==> config.mk <==
export PLATFORM = sky130hd
export DESIGN_NAME = pixel_clip_fifo_flat
export DESIGN_NICKNAME = d
export VERILOG_FILES = /design/src/rtl/pixel_clip_fifo_if.sv /design/src/rtl/pixel_clip_fifo.sv /design/src/flat_wrapper.sv
export SDC_FILE = /design/constraint.sdc
export NUM_CORES = 1
export LEC_CHECK = 0
export CAP_MARGIN = 10
export CORE_MARGIN = 4
export CORE_UTILIZATION = 23
export DETAILED_ROUTE_END_ITERATION = 10
export HOLD_SLACK_MARGIN = 0.15
export PLACE_DENSITY_LB_ADDON = 0.3
export SYNTH_ARGS = -nofsm -noshare
export SYNTH_HDL_FRONTEND = slang
export SYNTH_SLANG_ARGS = --single-unit
==> constraint.sdc <==
create_clock -name clock -period 8.8 [get_ports clock]
set_input_delay 1.76 -clock clock [delete_from_list [all_inputs] [get_ports clock]]
set_output_delay 1.76 -clock clock [all_outputs]
set_load 0.01 [all_outputs]
==> src/rtl/pixel_clip_fifo_if.sv <==
// -----------------------------------------------------------------------------
// pixel_clip_fifo_if
// Pixel stream bundle between the circle drawer, the clip FIFO and the
// downstream VGA adapter / framebuffer arbiter.
//
//   in_x, in_y, in_colour, in_plot : pixel stream from the drawer (no ready)
//   out_x, out_y, out_colour       : head-of-FIFO pixel
//   out_plot                       : head valid
//   out_ready                      : consumer accepts head this cycle
//
// Modports:
//   master : environment side (drives the in_* stream and out_ready)
//   slave  : FIFO side (consumes in_*, presents out_*)
// -----------------------------------------------------------------------------
interface pixel_clip_fifo_if;
  logic [7:0] in_x;
  logic [6:0] in_y;
  logic [2:0] in_colour;
  logic       in_plot;
  logic [7:0] out_x;
  logic [6:0] out_y;
  logic [2:0] out_colour;
  logic       out_plot;
  logic       out_ready;

  modport master (
    output in_x, in_y, in_colour, in_plot, out_ready,
    input  out_x, out_y, out_colour, out_plot
  );

  modport slave (
    input  in_x, in_y, in_colour, in_plot, out_ready,
    output out_x, out_y, out_colour, out_plot
  );
endinterface

==> src/rtl/pixel_clip_fifo.sv <==
// -----------------------------------------------------------------------------
// pixel_clip_fifo
// Drops drawer pixels that fall outside the SCREEN_W x SCREEN_H screen and
// buffers the in-bounds ones in a DEPTH-entry first-word-fall-through FIFO
// with a valid/ready output handshake.
//
// Ports:
//   clock      : single clock, rising edge
//   reset      : synchronous, active-high
//   bus        : pixel_clip_fifo_if.slave (in_* stream, out_* head, out_ready)
//   flush      : synchronous clear of contents and overflow flag
//   empty      : FIFO holds no pixels
//   count      : occupancy, 0..DEPTH
//   overflow   : sticky, an in-bounds pixel was lost to a full FIFO
//   clip_count : (PIXEL_CLIP_STATS_EN only) out-of-bounds pixels seen
//   drop_count : (PIXEL_CLIP_STATS_EN only) in-bounds pixels lost when full
//
// Optional feature macro: PIXEL_CLIP_STATS_EN adds the two saturating
// 16-bit statistics counters.
// -----------------------------------------------------------------------------
module pixel_clip_fifo #(
  parameter int DEPTH    = 8,
  parameter int SCREEN_W = 160,
  parameter int SCREEN_H = 120
) (
  input  logic                     clock,
  input  logic                     reset,
  pixel_clip_fifo_if.slave         bus,
  input  logic                     flush,
  output logic                     empty,
  output logic [$clog2(DEPTH):0]   count,
`ifdef PIXEL_CLIP_STATS_EN
  output logic [15:0]              clip_count,
  output logic [15:0]              drop_count,
`endif
  output logic                     overflow
);

  localparam int AW = $clog2(DEPTH);
  localparam int CW = AW + 1;

  typedef struct packed {
    logic [2:0] colour;
    logic [6:0] y;
    logic [7:0] x;
  } pixel_t;

  pixel_t          mem [DEPTH];
  pixel_t          head_reg;
  pixel_t          head_next;
  pixel_t          in_pix;
  logic [AW-1:0]   wr_ptr_reg;
  logic [AW-1:0]   rd_ptr_reg;
  logic [AW-1:0]   rd_ptr_next;
  logic [CW-1:0]   count_reg;
  logic [CW-1:0]   count_next;
  logic [CW-1:0]   remain;
  logic            overflow_reg;
  logic            in_bounds;
  logic            full;
  logic            push;
  logic            pop;
  logic            drop;
  logic            clip;

  assign in_pix    = '{colour: bus.in_colour, y: bus.in_y, x: bus.in_x};
  assign in_bounds = (32'(bus.in_x) < SCREEN_W) && (32'(bus.in_y) < SCREEN_H);
  assign full      = (count_reg == CW'(DEPTH));
  assign pop       = bus.out_plot && bus.out_ready;
  // A full FIFO still accepts a pixel when the head leaves in the same cycle.
  assign push      = bus.in_plot && in_bounds && (!full || pop);
  assign drop      = bus.in_plot && in_bounds && full && !pop;
  assign clip      = bus.in_plot && !in_bounds;

  always_comb begin
    count_next  = count_reg + CW'(push) - CW'(pop);
    rd_ptr_next = rd_ptr_reg + AW'(pop);
    remain      = count_reg - CW'(pop);
    // The head register mirrors mem[rd_ptr]. When nothing older survives
    // this edge, the incoming pixel is the new head (it is being written to
    // mem this same edge, so mem cannot supply it yet).
    head_next   = (remain == '0) ? in_pix : mem[rd_ptr_next];
  end

  // Storage: plain array, written at the tail, no reset needed.
  always_ff @(posedge clock) begin
    if (!reset && !flush && push) begin
      mem[wr_ptr_reg] <= in_pix;
    end
  end

  always_ff @(posedge clock) begin
    if (reset) begin
      wr_ptr_reg   <= '0;
      rd_ptr_reg   <= '0;
      count_reg    <= '0;
      overflow_reg <= 1'b0;
      head_reg     <= '0;
    end else if (flush) begin
      // Head fields are don't-care once empty, so they simply hold.
      wr_ptr_reg   <= '0;
      rd_ptr_reg   <= '0;
      count_reg    <= '0;
      overflow_reg <= 1'b0;
    end else begin
      wr_ptr_reg <= wr_ptr_reg + AW'(push);
      rd_ptr_reg <= rd_ptr_next;
      count_reg  <= count_next;
      if (drop) begin
        overflow_reg <= 1'b1;
      end
      if (count_next != '0) begin
        head_reg <= head_next;
      end
    end
  end

`ifdef PIXEL_CLIP_STATS_EN
  logic [15:0] clip_count_reg;
  logic [15:0] drop_count_reg;

  always_ff @(posedge clock) begin
    if (reset || flush) begin
      clip_count_reg <= '0;
      drop_count_reg <= '0;
    end else begin
      if (clip && clip_count_reg != 16'hFFFF) begin
        clip_count_reg <= clip_count_reg + 16'd1;
      end
      if (drop && drop_count_reg != 16'hFFFF) begin
        drop_count_reg <= drop_count_reg + 16'd1;
      end
    end
  end

  assign clip_count = clip_count_reg;
  assign drop_count = drop_count_reg;
`else
  // Keeps the clip decode referenced when the counters are compiled out.
  logic clip_unused;
  assign clip_unused = clip;
`endif

  assign bus.out_x      = head_reg.x;
  assign bus.out_y      = head_reg.y;
  assign bus.out_colour = head_reg.colour;
  assign bus.out_plot   = (count_reg != '0);
  assign empty          = (count_reg == '0);
  assign count          = count_reg;
  assign overflow       = overflow_reg;

endmodule

==> src/flat_wrapper.sv <==
// flat-port wrapper written by rule: the top's interface ports become plain ports
module pixel_clip_fifo_flat 
#(
  parameter int DEPTH    = 8,
  parameter int SCREEN_W = 160,
  parameter int SCREEN_H = 120
)
  (clock, reset, flush, empty, count, overflow, bus_in_x, bus_in_y, bus_in_colour, bus_in_plot, bus_out_ready, bus_out_x, bus_out_y, bus_out_colour, bus_out_plot);
  pixel_clip_fifo_if bus_i ();
  input  logic clock;
  input  logic reset;
  input  logic flush;
  output logic empty;
  output logic [$clog2(DEPTH):0] count;
  output logic overflow;
  input wire logic [$bits(bus_i.in_x)-1:0] bus_in_x;
  input wire logic [$bits(bus_i.in_y)-1:0] bus_in_y;
  input wire logic [$bits(bus_i.in_colour)-1:0] bus_in_colour;
  input wire logic [$bits(bus_i.in_plot)-1:0] bus_in_plot;
  input wire logic [$bits(bus_i.out_ready)-1:0] bus_out_ready;
  output wire logic [$bits(bus_i.out_x)-1:0] bus_out_x;
  output wire logic [$bits(bus_i.out_y)-1:0] bus_out_y;
  output wire logic [$bits(bus_i.out_colour)-1:0] bus_out_colour;
  output wire logic [$bits(bus_i.out_plot)-1:0] bus_out_plot;
  assign bus_i.in_x = bus_in_x;
  assign bus_i.in_y = bus_in_y;
  assign bus_i.in_colour = bus_in_colour;
  assign bus_i.in_plot = bus_in_plot;
  assign bus_i.out_ready = bus_out_ready;
  assign bus_out_x = bus_i.out_x;
  assign bus_out_y = bus_i.out_y;
  assign bus_out_colour = bus_i.out_colour;
  assign bus_out_plot = bus_i.out_plot;
  pixel_clip_fifo #(.DEPTH(DEPTH), .SCREEN_W(SCREEN_W), .SCREEN_H(SCREEN_H)) u_core (.clock(clock), .reset(reset), .bus(bus_i), .flush(flush), .empty(empty), .count(count), .overflow(overflow));
endmodule
==> results.yml, run 1 <==
critical_path:
  path_cells: "clkdlybuf4s50_1, o21ai_0, nand3_1, nor2b_1, ha_1, inv_1, fa_1, xor2_1, nor3b_1, a31oi_4, buf_4, nor2_1, a311oi_1"
  ff2ff_setup_slack_ps: 5340
  crit_arrival_ps: 5000
  ff2ff_path_depth: 11
  r2r_start: "u_core.count[2]$_SDFF_PP0_"
  r2r-end: "u_core.bus.out_y[6]$_SDFFE_PP0P_"
  cp_max_fo: 36
  cp.depth: 13
  worstSetupPathType: "input pin to flip-flop"
  max_stage_delay_ps: 570
  crit_buf_inv: 3
  cp.required_ps: 9130
  start_kind: "input pin"
  cp-startpoint: "bus_in_x[5]"
  worst_path_dominant_cell_family: "buffers and inverters"
  cp-end-kind: "flip-flop"
  crit_path_end: "u_core.bus.out_x[7]$_SDFFE_PP0P_"
  cpMaxStageDelayCell: "clkdlybuf4s50_1"
logic_synthesis:
  avgSynthCellArea_um2: 15.3
  yosysUniqueCellTypes: 33
  synth_edf_count: 144
  synth_top_cell_by_area: "edfxtp_1"
  syn-instance-count: 459
  synth_seq_cells: 173
  ys_warn_count: 0
  seq_area_frac_synth: 0.697
  synth_area_um2: 7040
  syn-num-nets: 496
  synth_common_cells: "144 x edfxtp_1, 72 x mux2i_1, 36 x a22oi_1, 33 x nor2_1, 29 x dfxtp_1"
  synthTopCellsByArea: "edfxtp_1 61%, mux2i_1 10%, dfxtp_1 8.2%, a22oi_1 3.8%, a311oi_2 2.6%"
  synth.most_common_cell: "edfxtp_1"
  ys.flop_type: "edfxtp_1"
  synth_top_area_frac: 0.614
  synthArstFlopShare: 0
detailed_routing:
  wl_per_cell_um: 18.2
  drtAntennaViolNets: 0
  routed_wirelength_um: 16700
  via_count: 4010
  drc_errors: 0
  drt_iter0_markers: 231
  viasPerCell: 4.38
  first_pass_iters: 4
layout:
  multi_input_area_um2: 2020
  largest_register: "u_core.mem"
  nets: 551
  n_antenna_cell: 0
  largest_reg_flops: 144
  drive_above_1_share: 0.116
  fin_cells: 916
  fillCellCount: 3012
  area_growth_pct: 21.6
  utilization: 0.286
  register_area_um2: 4900
power_and_ir_drop:
  peakVddDrop_mv: 0.265
  switching_power_w: 0.000924
  p_sw_frac: 0.355
  combPwrFrac: 0.359
  p_leak_nw: 2.61
  clock_power_share: 0.273
  p_int_w: 0.00168
  powerDensity_nw_per_um2: 304
  seq_power_share: 0.368
min_path:
  min-delay-path-class: "flip-flop to flip-flop"
clocking:
  clk_latency_ps: 430
  cts.repair.resized: 0
  cts.sinks: 173
  clock-root-buffer: "clkbuf_16"
  htree_levels: 4
  cts-buffers-inserted: 17
  postCtsSetupRepairBufs: 0
  cts_hold_buf: 0
  cts_tree: "done"
  path_clk_slew_ps: 60
  clockBufferDepth: 2
timing:
  timing.fmax_ghz: 0.215
  setup_violations: 0
  finalSetupTns_ps: 0
  slew_headroom: 0.212
  hold_slack_ps: 487
  rsz0062_at_grt: "false"
  finalMaxSlewViolations: 0
  tightestPinTransition_ps: 1180
  setup_slack_ps: 4140
  hold_viol: 0
  fin_crit_sh: 0.530
  skew_ps: 11.6
  period_needed_ps: 4660
floorplanning:
  fp.dieW_um: 183
  die_area_um2: 33500
  initial_utilization: 0.235
  core_um2: 30000
  ioPinCount: 48
  die_height_um: 183
  rows: 63
global_routing:
  grt.total_usage: 0.102
  grt_pass1_vias: 4237
  antenna_found_initial: 0
  grt-ovfl-total: 0
  grt_pass1_wl_um: 25300
  grt_start_max_net_pins: 53
placement:
  port_buffers: 47
  dp.cells: 885
  post-place-ws_ps: 3680
  routabilityCongestion: 0.730
  dp_hpwl_um: 9650
job:
  maxCapViolCount: 0
status:
  outcome: "finished, final reports clean"
[through the flow]
step,total power [W],instance area (um^2)
6_report,0.00261,8570
5_1_grt,0.00276,8570
4_1_cts,0.00264,8570
3_5_place_dp,0.00193,8010
3_3_place_gp,0.00189,8010
2_1_floorplan,0.00159,7040
[layout by cell type (no fill, tap or decap), types with 3 or more instances in the layout]
master and n:
a22oi_1 36, a311oi_1 6, a311oi_2 12, and2_1 8, buf_4 13, clkbuf_16 17
clkdlybuf4s50_1 47, clkinv_2 3, clkinv_4 3, dfxtp_1 29, edfxtp_1 144, ha_1 12
inv_1 8, mux2i_1 72, nand2_1 22, nand2b_1 5, nand3_1 20, nor2_1 32
nor2b_1 3, xnor2_1 3
[per-layer routing]
layer	vias to the layer above	GRT usage	part of all wire
met5	-	0	0
met4	0	0.0292	0.010
met3	17	0.0284	0.050
met2	111	0.169	0.49
met1	2012	0.130	0.45
li1	1870	-	-
[worst min-delay path: cells and delay by family, from the launching register on]
| kind | cells | cell delay, ps |
|---|---|---|
| simple gates | 2 | 130 |
| flops | 1 | 330 |
[final cells by class]
class	count	share of cell area
inverter	8	0.00351
sequential	173	0.573
clock buffer	19	0.0505
clock inverter	12	0.0145
timing repair buffer	60	0.0663
multi-input combinational	254	0.236
tap	390	0.0570
[how the worst min path moves through the flow]
stage,startpoint,end,cells after the start
5_1_grt,u_core.overflow$_SDFFE_PP0P_,u_core.overflow$_SDFFE_PP0P_,2
2_1_floorplan,u_core.overflow$_SDFFE_PP0P_,u_core.overflow$_SDFFE_PP0P_,2
4_1_cts,u_core.overflow$_SDFFE_PP0P_,u_core.overflow$_SDFFE_PP0P_,2
6_report,u_core.overflow$_SDFFE_PP0P_,u_core.overflow$_SDFFE_PP0P_,2
3_3_place_gp,u_core.overflow$_SDFFE_PP0P_,u_core.overflow$_SDFFE_PP0P_,2
3_5_place_dp,u_core.overflow$_SDFFE_PP0P_,u_core.overflow$_SDFFE_PP0P_,2
[kinds of logic (layout without fill, tap and decap cells)]
logic type,after synthesis,in the layout,share of synthesized area
and+or+nand+nor,103,103,0.0691
muxes,72,72,0.102
AOI/OAI and AO/OA,60,60,0.0787
buffers and inverters,32,99,0.0211
xor gates and xnor gates,5,5,0.00622
DFF,173,173,0.697
adders and majority gates,14,14,0.0259
[power by group through the flow]
stage                     logic [W]  registers (W)  clock network (W)
after floorplan            0.000602       0.000985                  0
final                      0.000935       0.000960           0.000712
after CTS                  0.000950       0.000962           0.000730
after detailed placement   0.000946       0.000980                  0
after global routing        0.00103       0.000967           0.000763
after global placement     0.000914       0.000979                  0
(Power assumes the default switching activity.)
==> run 2, diff against run 1 <==
==> constraint.sdc (replaced) <==
create_clock -name clock -period 4.05 [get_ports clock]
set_input_delay 0.81 -clock clock [delete_from_list [all_inputs] [get_ports clock]]
set_output_delay 0.81 -clock clock [all_outputs]
set_load 0.01 [all_outputs]
==> run 2 against run 1 <==
Against the previous run: flip-flop and latch count stayed put; non-clock buffer count up 11; worst hold slack worse by 6.7 ps; count of clock-buffer cells in the layout is 2 higher; core utilization grew 0.63 points; critical path type unchanged.
==> results.yml, run 2 (synthesis gave the netlist of run 1 again) <==
power_and_ir_drop:
  peakVddDrop_mv: 0.359
  p_leak_nw: 2.71
  powerDensity_nw_per_um2: 675
layout:
  largest_reg_flops: 144
  drive_above_1_share: 0.134
  n_antenna_cell: 0
  area_growth_pct: 24.3
  largest_register: "u_core.mem"
  final_common_cell: "edfxtp_1"
  nets: 562
  utilization: 0.292
  layout_common_cells: "144 x edfxtp_1, 72 x mux2i_1, 47 x clkdlybuf4s50_1"
timing:
  hold_viol: 0
  fin_crit_sh: 0.852
  setup_violations: 0
  period_needed_ps: 3450
  timing.fmax_ghz: 0.290
  rsz0062_at_grt: "false"
  slew_headroom: 0.667
  finalSetupTns_ps: 0
  tightestPinTransition_ps: 495
  skew_ps: 10.5
  finalMaxSlewViolations: 0
detailed_routing:
  via_count: 4005
  first_pass_iters: 4
  viasPerCell: 4.32
  drtAntennaViolNets: 0
  wl_per_cell_um: 18.2
  drc_errors: 0
  drt_iter0_markers: 254
  routed_wirelength_um: 16900
clocking:
  clockBufferDepth: 2
  cts.sinks: 173
  postCtsSetupRepairBufs: 0
  cts-buffers-inserted: 17
  clock-root-buffer: "clkbuf_16"
  cts.repair.resized: 0
  cts_hold_buf: 0
  htree_levels: 4
  cts_tree: "done"
  clk_latency_ps: 420
  path_clk_slew_ps: 60
critical_path:
  start_kind: "input pin"
  worst_path_dominant_cell_family: "simple AND/OR/NAND/NOR gates"
  crit_arrival_ps: 3740
  path_cells: "clkdlybuf4s50_1, nand4_1, nand3_1, nor2b_1, ha_1, inv_1, fa_1, xor2_1, nor3b_1, a31oi_4, buf_12, nor2_1, a311oi_2"
  cp-end-kind: "flip-flop"
  worstSetupPathType: "input pin to flip-flop"
  cp_max_fo: 36
  cpMaxStageDelayCell: "clkdlybuf4s50_1"
  cp.required_ps: 4340
  max_stage_delay_ps: 560
  crit_buf_inv: 3
floorplanning:
  die_height_um: 183
  ioPinCount: 48
  initial_utilization: 0.235
  die_area_um2: 33500
  rows: 63
  core_um2: 30000
  fp.dieW_um: 183
status:
  outcome: "finished, final reports clean"
global_routing:
  grt.total_usage: 0.103
  gr-usage-met3: 0.0218
  grt-ovfl-total: 0
  antenna_found_initial: 0
  busiest_layer: "met2"
  grt_pass1_wl_um: 25800
  grt_start_max_net_pins: 45
  grt_pass1_vias: 4203
  use_met2: 0.165
  use_met1: 0.140
placement:
  routabilityCongestion: 0.743
  port_buffers: 47
  dp_hpwl_um: 9780
job:
  maxCapViolCount: 0
min_path:
  min-delay-path-class: "flip-flop to flip-flop"
## run 2: cell count changes in the layout (fill, tap and decap cells not counted), sizes merged
| cell | before | now |
|---|---|---|
| buf | 13 | 24 |
| bufinv | 2 | 4 |
| clkbuf | 19 | 21 |
| clkinv | 8 | 6 |
| clkinvlp | 2 | 1 |
## run 2: cell type report
type	instances	area [um^2]
clock inverter	11	164
multi-input combinational	254	2010
sequential	173	4900
clock buffer	21	470
timing repair buffer	71	688
inverter	8	30.0
tap	390	488
fill	2992	21200
## run 2: worst paths after layout
path	end	startpoint	slack, ps	depth (start not counted)
worst max-delay path	u_core.bus.out_y[2]$_SDFFE_PP0P_	bus_in_y[6]	600	13
worst min-delay path	u_core.overflow$_SDFFE_PP0P_	u_core.overflow$_SDFFE_PP0P_	480	2
worst max register to register	u_core.bus.out_y[2]$_SDFFE_PP0P_	u_core.count[2]$_SDFF_PP0_	810	15
worst min register to register	u_core.overflow$_SDFFE_PP0P_	u_core.overflow$_SDFFE_PP0P_	480	2
## run 2: layer usage
| layer | vias to the layer above | share of wire |
|---|---|---|
| met5 | - | 0 |
| met1 | 2006 | 0.46 |
| li1 | 1894 | - |
| met4 | 0 | 0.012 |
| met3 | 15 | 0.047 |
| met2 | 90 | 0.48 |
## run 2: power breakdown
group / total, W / internal, W / switching, W
logic: 0.00209 / 0.000798 / 0.00129
registers: 0.00209 / 0.00202 / 0.0000714
clock network: 0.00173 / 0.00108 / 0.000651
## run 2: through the flow
stage | setup WS (ps) | instance area (um^2) | total power [W] | hold slack, ps | instances
final | 600 | 8760 | 0.00591 | 481 | 928
after global routing | 408 | 8760 | 0.00626 | 517 | 928
after CTS | 625 | 8760 | 0.00598 | 485 | 928
after detailed placement | 182 | 8120 | 0.00424 | 462 | 896
after global placement | 377 | 8120 | 0.00418 | 475 | 896
after floorplan | 765 | 7040 | 0.00345 | 505 | 459
## run 2: worst reg2reg max path: cells and delay by family (launching register included)
| family | cells | cell delay, ps |
|---|---|---|
| fa+ha+maj | 4 | 1040 |
| buf+inv | 4 | 460 |
| compound gates | 2 | 200 |
| xor+xnor | 1 | 180 |
| simple gates | 4 | 860 |
| flops | 1 | 370 |
